$ cat config.mk
export PLATFORM = sky130hd
export DESIGN_NAME = state_sequencer
export DESIGN_NICKNAME = d
export VERILOG_FILES = /design/src/rtl/state_sequencer_pkg.sv /design/src/rtl/state_sequencer_mem_wait_timer.sv /design/src/rtl/state_sequencer.sv
export SDC_FILE = /design/constraint.sdc
export NUM_CORES = 1
export LEC_CHECK = 0
export ABC_AREA = 1
export BUFFER_PORTS_ARGS = -buffer_cell sky130_fd_sc_hd__buf_2
export CAP_MARGIN = 20
export CORE_ASPECT_RATIO = 1.1
export CORE_MARGIN = 5
export CORE_UTILIZATION = 35
export DETAILED_ROUTE_END_ITERATION = 10
export GPL_TIMING_DRIVEN = 1
export REMOVE_ABC_BUFFERS = 1
export SLEW_MARGIN = 20
export SYNTH_ARGS = -nofsm -noshare
export SYNTH_HDL_FRONTEND = slang
export SYNTH_SLANG_ARGS = --single-unit
export TNS_END_PERCENT = 100
$ cat constraint.sdc
create_clock -name clk -period 1.85 [get_ports clk]
set_clock_uncertainty 0.1 [all_clocks]
set_input_delay 0.4625 -clock clk [delete_from_list [all_inputs] [get_ports clk]]
set_output_delay 0.4625 -clock clk [all_outputs]
set_load 0.02 [all_outputs]
$ cat src/rtl/state_sequencer_pkg.sv
// Shared types for the instruction-level sequencer:
// FSM states, decoded instruction classes and control words.
package state_sequencer_pkg;

  typedef enum logic [2:0] {
    S_IDLE,
    S_FETCH,
    S_DECODE,
    S_EXEC,
    S_MEM,
    S_WB,
    S_HALTED
  } seq_state_e;

  typedef enum logic [1:0] {
    I_ALU    = 2'b00,
    I_LOAD   = 2'b01,
    I_STORE  = 2'b10,
    I_BRANCH = 2'b11
  } instr_e;

  localparam logic [1:0] WORD_NONE = 2'b00;
  localparam logic [1:0] WORD_MEM  = 2'b01;
  localparam logic [1:0] WORD_REG  = 2'b10;

endpackage

$ cat src/rtl/state_sequencer_mem_wait_timer.sv
// Counts cycles spent waiting on memory; flags the
// cycle in which the wait budget runs out.
module mem_wait_timer #(
  parameter int MEM_TIMEOUT = 15
) (
  input  logic clk,
  input  logic rst_n,
  input  logic clear,
  input  logic enable,
  output logic expired
);

  localparam int W = $clog2(MEM_TIMEOUT + 1);
  localparam logic [W-1:0] LAST = W'(MEM_TIMEOUT - 1);

  logic [W-1:0] cnt_q;
  logic [W-1:0] cnt_d;

  always_comb begin
    cnt_d = cnt_q;
    if (clear) begin
      cnt_d = '0;
    end else if (enable) begin
      cnt_d = cnt_q + 1'b1;
    end
  end

  always_ff @(posedge clk or negedge rst_n) begin
    if (!rst_n) begin
      cnt_q <= '0;
    end else begin
      cnt_q <= cnt_d;
    end
  end

  // last waiting cycle still without mem_ready
  assign expired = enable && (cnt_q == LAST);

endmodule

$ cat src/rtl/state_sequencer.sv
// Multi-cycle instruction sequencer: fetch, decode,
// execute, memory and write-back control with timeout.
module state_sequencer
  import state_sequencer_pkg::*;
#(
  parameter int MEM_TIMEOUT = 15,
  parameter int CNT_W       = 16
) (
  input  logic             clk,
  input  logic             rst_n,
  input  logic             start,
  input  logic             halt,
  input  logic [1:0]       instr_type,
  input  logic             mem_ready,
  output logic [1:0]       state,
  output logic             ir_write,
  output logic             pc_write,
  output logic             busy,
  output logic             error,
  output logic [CNT_W-1:0] retired
);

  seq_state_e       state_q, state_d;
  instr_e           instr_q, instr_d;
  logic             halt_pend_q, halt_pend_d;
  logic             error_q, error_d;
  logic             ir_write_q, ir_write_d;
  logic             pc_write_q, pc_write_d;
  logic [CNT_W-1:0] retired_q, retired_d;

  logic       busy_w;
  logic       wait_en;
  logic       expired;
  logic       retire;
  seq_state_e after_retire;

  assign wait_en = ((state_q == S_FETCH) || (state_q == S_MEM))
                   && !mem_ready;

  mem_wait_timer #(
    .MEM_TIMEOUT(MEM_TIMEOUT)
  ) u_wait (
    .clk    (clk),
    .rst_n  (rst_n),
    .clear  (state_d != state_q),
    .enable (wait_en),
    .expired(expired)
  );

  always_ff @(posedge clk or negedge rst_n) begin
    if (!rst_n) begin
      state_q     <= S_IDLE;
      instr_q     <= I_ALU;
      halt_pend_q <= 1'b0;
      error_q     <= 1'b0;
      ir_write_q  <= 1'b0;
      pc_write_q  <= 1'b0;
      retired_q   <= '0;
    end else begin
      state_q     <= state_d;
      instr_q     <= instr_d;
      halt_pend_q <= halt_pend_d;
      error_q     <= error_d;
      ir_write_q  <= ir_write_d;
      pc_write_q  <= pc_write_d;
      retired_q   <= retired_d;
    end
  end

  always_comb begin
    state_d      = state_q;
    instr_d      = instr_q;
    error_d      = error_q;
    ir_write_d   = 1'b0;
    pc_write_d   = 1'b0;
    retire       = 1'b0;
    halt_pend_d  = halt_pend_q | (halt & busy_w);
    // a halt seen in the retiring cycle also counts
    after_retire = (halt_pend_q | halt) ? S_HALTED : S_FETCH;
    unique case (state_q)
      S_IDLE: begin
        if (halt) begin
          state_d = S_HALTED;
        end else if (start) begin
          state_d = S_FETCH;
        end
      end
      S_FETCH: begin
        if (mem_ready) begin
          state_d    = S_DECODE;
          ir_write_d = 1'b1;
          pc_write_d = 1'b1;
        end else if (expired) begin
          error_d = 1'b1;
          state_d = S_HALTED;
        end
      end
      S_DECODE: begin
        instr_d = instr_e'(instr_type);
        state_d = S_EXEC;
      end
      S_EXEC: begin
        unique case (instr_q)
          I_ALU:           state_d = S_WB;
          I_LOAD, I_STORE: state_d = S_MEM;
          I_BRANCH: begin
            pc_write_d = 1'b1;
            retire     = 1'b1;
            state_d    = after_retire;
          end
          default:         state_d = S_WB;
        endcase
      end
      S_MEM: begin
        if (mem_ready) begin
          if (instr_q == I_LOAD) begin
            state_d = S_WB;
          end else begin
            retire  = 1'b1;
            state_d = after_retire;
          end
        end else if (expired) begin
          error_d = 1'b1;
          state_d = S_HALTED;
        end
      end
      S_WB: begin
        retire  = 1'b1;
        state_d = after_retire;
      end
      S_HALTED: state_d = S_HALTED;
      default:  state_d = S_IDLE;
    endcase
    retired_d = retire ? retired_q + CNT_W'(1) : retired_q;
  end

  always_comb begin
    state  = WORD_NONE;
    busy_w = 1'b1;
    unique case (state_q)
      S_FETCH, S_MEM:   state  = WORD_MEM;
      S_WB:             state  = WORD_REG;
      S_IDLE, S_HALTED: busy_w = 1'b0;
      default:          state  = WORD_NONE;
    endcase
  end

  assign busy     = busy_w;
  assign error    = error_q;
  assign ir_write = ir_write_q;
  assign pc_write = pc_write_q;
  assign retired  = retired_q;

endmodule

# Yosys cells after proc, flatten, opt, wreduce, memory -nomap -nowiden
# Cells that the tools add are included.
# W data, S select, Z words.
# op_classes
n_mux	20
bitwise_logic	4
reduce_logical	11
addsub	2
eq_ne	11
# ops
cell	count
$mux W3	7
$pmux W3 S7	1
$add A16 B1 Y16 const B	1
$eq A3 B3 Y1 const B	3
$pmux W3 S3	1
$mux W4	2
$eq A3 B2 Y1 const B	2
$mux W1	6
$reduce_or A2 Y1	3
$add A4 B1 Y4 const B	1
$eq A2 B2 Y1 const B	2
$eq A4 B4 Y1 const B	1
$pmux W2 S2	1
$eq A3 B1 Y1 const B	1
$logic_not A3 Y1	1
$ne A3 B3 Y1	1
$pmux W1 S3	1
$reduce_and A3 Y1	1
$eq A2 B1 Y1 const B	1
$logic_and A1 B1 Y1	2
$logic_not A2 Y1	1
$or A1 B1 Y1	2
$pmux W1 S2	1
$reduce_bool A2 Y1	1
4 further kinds	4
# totals
reg_bits	29
elab_cells	56

# Logic depth before layout (Yosys ltp)
# logic_depth
depth_word	9
ltp_mapped	12
depth_no_buf	12

# Modules after synthesis
# A second synthesis with hierarchy kept.
# unflattened
hier_cells	241
hier_area_um2	1833.0
# by_module_without_submodules
mod	area_per_inst_um2	instances	cells_each	seq_area_each_um2
state_sequencer	1611.5	1	214	625.6
mem_wait_timer	221.5	1	27	100.1

# Least setup slack after synthesis
# No wires, ideal clock.
# synth_timing
path_kind	register -> output
start	reg state_q[2]
end	out busy
arrival_time_ns	1.047
path_stages_with_launch	4
n_path_buf	0
required_time_ns	1.287
slack_ns	0.240
path_cell_list	dfrtp_1 inv_1 nor2_1 a21oi_1
# synth_between
elab_chain_len	3
elab_cells_between_ends	4
# synth_lines
item	line_no	source
start: declaration	state_sequencer.sv:23	seq_state_e state_q, state_d;
start signal: assignment	state_sequencer.sv:60	state_q <= state_d;
$eq A3 B3 Y1 / $logic_not A3 Y1 (equally long branches)	state_sequencer.sv:140	unique case (state_q)
$reduce_or A2 Y1 *	state_sequencer.sv:140	
$mux W1 *	state_sequencer.sv:140	
end: declaration	state_sequencer.sv:18	output logic busy,
# Mark *: on every way between the ends. The rest lies on a longest branch, timed or not.

# Worst setup path after layout
# layout_timing
start	reg state_q[0]
end	out state[1]
# layout_between
elab_chain_len	3
elab_cells_between_ends	5
# layout_lines
item	line_no	source
$eq A3 B1 Y1 / $eq A3 B3 Y1 (equally long branches)	state_sequencer.sv:140	
$reduce_or A2 Y1 (no line)	-	
$pmux W2 S2 *	state_sequencer.sv:140	
end: declaration	state_sequencer.sv:15	output logic [1:0] state,
# Marks and branches as above.

==> run_summary.xml <==
<?xml version="1.0" encoding="UTF-8"?>
<metrics>
  <group name="global_routing">
    <metric name="grt_antenna_before_repair" unit="">0</metric>
    <metric name="grt_pass1_wl" unit="mm">6.541</metric>
    <metric name="grt_pass1_vias" unit="">1474</metric>
    <metric name="grt_overflow" unit="">0</metric>
    <metric name="maximum_number_of_pins_on_one_net_before_global_route_repair" unit="">30</metric>
    <metric name="grt.total_usage" unit="%">12.34</metric>
  </group>
  <group name="cts">
    <metric name="clock_latency" unit="ps">280</metric>
    <metric name="cts_buffers" unit="">5</metric>
    <metric name="cts.htree.levels" unit="">2</metric>
    <metric name="cts_tree" unit="">yes</metric>
    <metric name="clockRootBuffer" unit="">sky130_fd_sc_hd__clkbuf_8</metric>
    <metric name="clk_pin_slew" unit="ps">70</metric>
    <metric name="cts-root-to-sink-buffers" unit="">2</metric>
    <metric name="clock_sinks" unit="">29</metric>
  </group>
  <group name="sta">
    <metric name="grt_setup_unrepaired" unit="">true</metric>
    <metric name="report.final.setup_viol" unit="">0</metric>
    <metric name="max_clock_freq" unit="MHz">547.0</metric>
    <metric name="transition_at_the_pin_with_the_smallest_max_transition_slack" unit="ps">388.2</metric>
    <metric name="period_minus_slack" unit="ps">1828</metric>
    <metric name="holdWs" unit="ps">76.07</metric>
    <metric name="relSlewSlack" unit="%">74.12</metric>
    <metric name="timing.final.crit_share" unit="%">98.83</metric>
    <metric name="timing_hold_violations_final" unit="">0</metric>
    <metric name="report.final.slew_viol_count" unit="">0</metric>
  </group>
  <group name="synthesis">
    <metric name="synth.avg_cell_area" unit="µm²">8.341</metric>
    <metric name="synth.lib_cells_used.distinct" unit="">27</metric>
    <metric name="ys_seq_area_share" unit="%">40.85</metric>
    <metric name="synthCells" unit="">213</metric>
    <metric name="synthesis.yosys.warnings" unit="">0</metric>
    <metric name="postSynthRegisterBits" unit="">29</metric>
    <metric name="synthesis.area" unit="mm²">0.001777</metric>
  </group>
  <group name="pwr">
    <metric name="max-vdd-ir-drop" unit="mV">0.6205</metric>
    <metric name="comb_power_share" unit="%">53.2</metric>
    <metric name="power_frac_seq" unit="%">30.5</metric>
    <metric name="power.static_leakage" unit="nW">1.175</metric>
    <metric name="clock_power_share" unit="%">16.3</metric>
    <metric name="power_density" unit="mW/mm²">1434</metric>
    <metric name="power_report.internal_total" unit="mW">1.690</metric>
    <metric name="switching_power_share_of_the_total" unit="%">46.39</metric>
    <metric name="switchingPower" unit="mW">1.463</metric>
  </group>
  <group name="die">
    <metric name="die_y_extent" unit="µm">84.73</metric>
    <metric name="fp.coreArea" unit="mm²">0.004966</metric>
    <metric name="die-width" unit="µm">77.93</metric>
    <metric name="core.rowCount" unit="">27</metric>
    <metric name="area_of_the_die" unit="mm²">0.006603</metric>
    <metric name="initial_core_util" unit="%">35.78</metric>
    <metric name="io-pin-count" unit="">29</metric>
  </group>
  <group name="finish">
    <metric name="final_util" unit="%">44.27</metric>
    <metric name="nNetsFinal" unit="">271</metric>
    <metric name="stdcell_count" unit="">317</metric>
    <metric name="nFillCells" unit="">495</metric>
    <metric name="area.growth.synth_to_final" unit="%">23.73</metric>
    <metric name="final_layout_size_suffix_gt1_share" unit="%">32.82</metric>
    <metric name="multiInputGateArea" unit="µm²">944.7</metric>
    <metric name="seq_area" unit="µm²">729.5</metric>
    <metric name="layout.cells.most_common_list" unit="">sky130_fd_sc_hd__nand2_1, sky130_fd_sc_hd__dfrtp_1, sky130_fd_sc_hd__inv_1, sky130_fd_sc_hd__buf_2, sky130_fd_sc_hd__nor2_1</metric>
    <metric name="antenna-diode-count" unit="">0</metric>
    <metric name="layout_commonest_cell" unit="">sky130_fd_sc_hd__nand2_1</metric>
  </group>
  <group name="placed_design">
    <metric name="dp_hpwl" unit="mm">2.757</metric>
    <metric name="gp_congestion" unit="">0.8960</metric>
    <metric name="portBuffers" unit="">28</metric>
    <metric name="placed_cells" unit="">300</metric>
  </group>
  <group name="worst_setup_path">
    <metric name="critical_path_class" unit="">flop to output port</metric>
    <metric name="setup.worst_path.end_class" unit="">output port</metric>
    <metric name="required" unit="ps">1290</metric>
    <metric name="critPathMaxFanout" unit="">5</metric>
    <metric name="worst_ep_arrival_time" unit="ps">1270</metric>
    <metric name="worstSetupStartpointType" unit="">flop</metric>
  </group>
  <group name="route">
    <metric name="avgRoutedWirePerCell" unit="µm">12.08</metric>
    <metric name="detailedRoute.firstPassIterationCount" unit="">6</metric>
    <metric name="number_of_vias_in_the_routed_layout" unit="">1485</metric>
    <metric name="postRouteAntennaNets" unit="">0</metric>
    <metric name="routed_wirelength" unit="mm">3.828</metric>
    <metric name="drt_iter0_markers" unit="">84</metric>
    <metric name="route.detailed.drc" unit="">0</metric>
    <metric name="detail_route.vias_per_cell" unit="">4.685</metric>
  </group>
  <group name="run_status">
    <metric name="outcome" unit="">complete, no violations</metric>
  </group>
  <group name="hold_path">
    <metric name="worst_hold_path_type" unit="">input pin to asynchronous set/reset pin</metric>
  </group>
  <group name="flow_run">
    <metric name="cap_violations" unit="">0</metric>
  </group>
</metrics>
layout make-up:
| class | count | area share, % |
|---|---|---|
| multi-input combinational | 150 | 42.97 |
| sequential | 29 | 33.18 |
| timing repair buffer | 40 | 11.16 |
| inverter | 32 | 5.464 |
| tap | 58 | 3.301 |
| clock buffer | 5 | 3.130 |
| clock inverter | 3 | 0.7968 |
registers in the layout, summed over array words and instances (netlist names):
signal,flops
retired,16
u_wait.cnt_q,4
state_q,3
instr_q,2
error,1
halt_pend_q,1
ir_write,1
pc_write,1
final timing paths:
path | cells after the start | from | slack (ps) | to
worst max-delay path | 4 | state_q[0] | 20 | state[1]
worst min-delay path | 2 | rst_n | 80 | halt_pend_q
worst max register to register | 8 | state_q[2] | 110 | retired[15]
worst min register to register | 2 | halt_pend_q | 380 | halt_pend_q
max in group asynchronous | 2 | rst_n | 1260 | state_q[1]
min in group clk | 3 | instr_type[1] | 330 | instr_q[1]
cell usage after synthesis:
library cell | count | area (µm²)
sky130_fd_sc_hd__inv_1 | 27 | 101.4
sky130_fd_sc_hd__nor3_1 | 4 | 20.02
sky130_fd_sc_hd__nand2_1 | 46 | 172.7
sky130_fd_sc_hd__nor2_4 | 2 | 22.52
sky130_fd_sc_hd__a21oi_2 | 1 | 8.760
sky130_fd_sc_hd__nand4_2 | 1 | 12.51
sky130_fd_sc_hd__nand2_4 | 4 | 45.04
sky130_fd_sc_hd__o21ai_0 | 5 | 25.02
sky130_fd_sc_hd__o21bai_1 | 1 | 7.510
sky130_fd_sc_hd__dfrtp_1 | 29 | 725.7
sky130_fd_sc_hd__nand3_2 | 3 | 30.03
sky130_fd_sc_hd__nand4_1 | 8 | 50.05
sky130_fd_sc_hd__nor2b_1 | 1 | 6.260
sky130_fd_sc_hd__nand3b_1 | 1 | 7.510
sky130_fd_sc_hd__ha_1 | 6 | 75.07
sky130_fd_sc_hd__nor2_2 | 4 | 25.02
sky130_fd_sc_hd__nor2_1 | 22 | 82.58
sky130_fd_sc_hd__inv_2 | 5 | 18.77
sky130_fd_sc_hd__buf_6 | 2 | 22.52
sky130_fd_sc_hd__nand3_1 | 13 | 65.06
sky130_fd_sc_hd__a21oi_1 | 5 | 25.02
sky130_fd_sc_hd__xor2_1 | 12 | 105.1
sky130_fd_sc_hd__nand2_2 | 3 | 18.77
sky130_fd_sc_hd__nor3_4 | 2 | 32.53
sky130_fd_sc_hd__o21bai_4 | 1 | 18.77
sky130_fd_sc_hd__xnor2_1 | 4 | 35.03
sky130_fd_sc_hd__nand3_4 | 1 | 17.52
critical path: stages (launching register included):
cell and delay, ps:
sky130_fd_sc_hd__dfrtp_2 450, sky130_fd_sc_hd__buf_4 160, sky130_fd_sc_hd__nand3_1 120, sky130_fd_sc_hd__inv_1 90, sky130_fd_sc_hd__buf_4 160
per-layer routing:
layer | vias to the layer above | track usage (%) | wire [µm]
met5 | - | 0 | 0
met4 | 0 | 5.376 | 78
met3 | 8 | 3.004 | 136
met2 | 27 | 20.05 | 1846
met1 | 680 | 15.44 | 1766
li1 | 770 | - | -
per-stage QoR:
step / TNS [ps] / area [µm²] / power, mW / setup slack (ps)
detailed placement: 0 / 1989 / 2.374 / 89.06
global route: -59.66 / 2198 / 3.392 / -34.61
global placement: 0 / 1989 / 2.369 / 87.95
floorplan: 0 / 1754 / 2.005 / 152.2
finish: 0 / 2198 / 3.152 / 21.72
CTS: 0 / 2152 / 3.065 / 11.63
power by group through the flow:
stage	registers, mW	logic [mW]	clock network (mW)
finish	0.963	1.68	0.514
global placement	0.993	1.38	0
floorplan	1.07	0.940	0
global route	0.987	1.85	0.551
detailed placement	0.993	1.38	0
CTS	0.960	1.57	0.533
kinds of logic (layout without fill, tap and decap cells):
| family | Yosys count | count (layout) | share of synthesized area (%) |
|---|---|---|---|
| simple gates | 115 | 115 | 34.23 |
| buf+inv | 34 | 80 | 8.028 |
| flops | 29 | 29 | 40.85 |
| xor+xnor | 16 | 16 | 7.887 |
| compound gates | 13 | 13 | 4.789 |
| fa+ha+maj | 6 | 6 | 4.225 |
what timing repair did:
item | CTS | global route
buffers inserted | 7 | 2
pin swaps | 2 | 5
endpoints found under the setup margin | 3 | 9
gates cloned | 0 | 0
gates resized for setup | 10 | 9
hold buffers | 0 | 0
No activity file was read; power rests on OpenSTA's default activity.
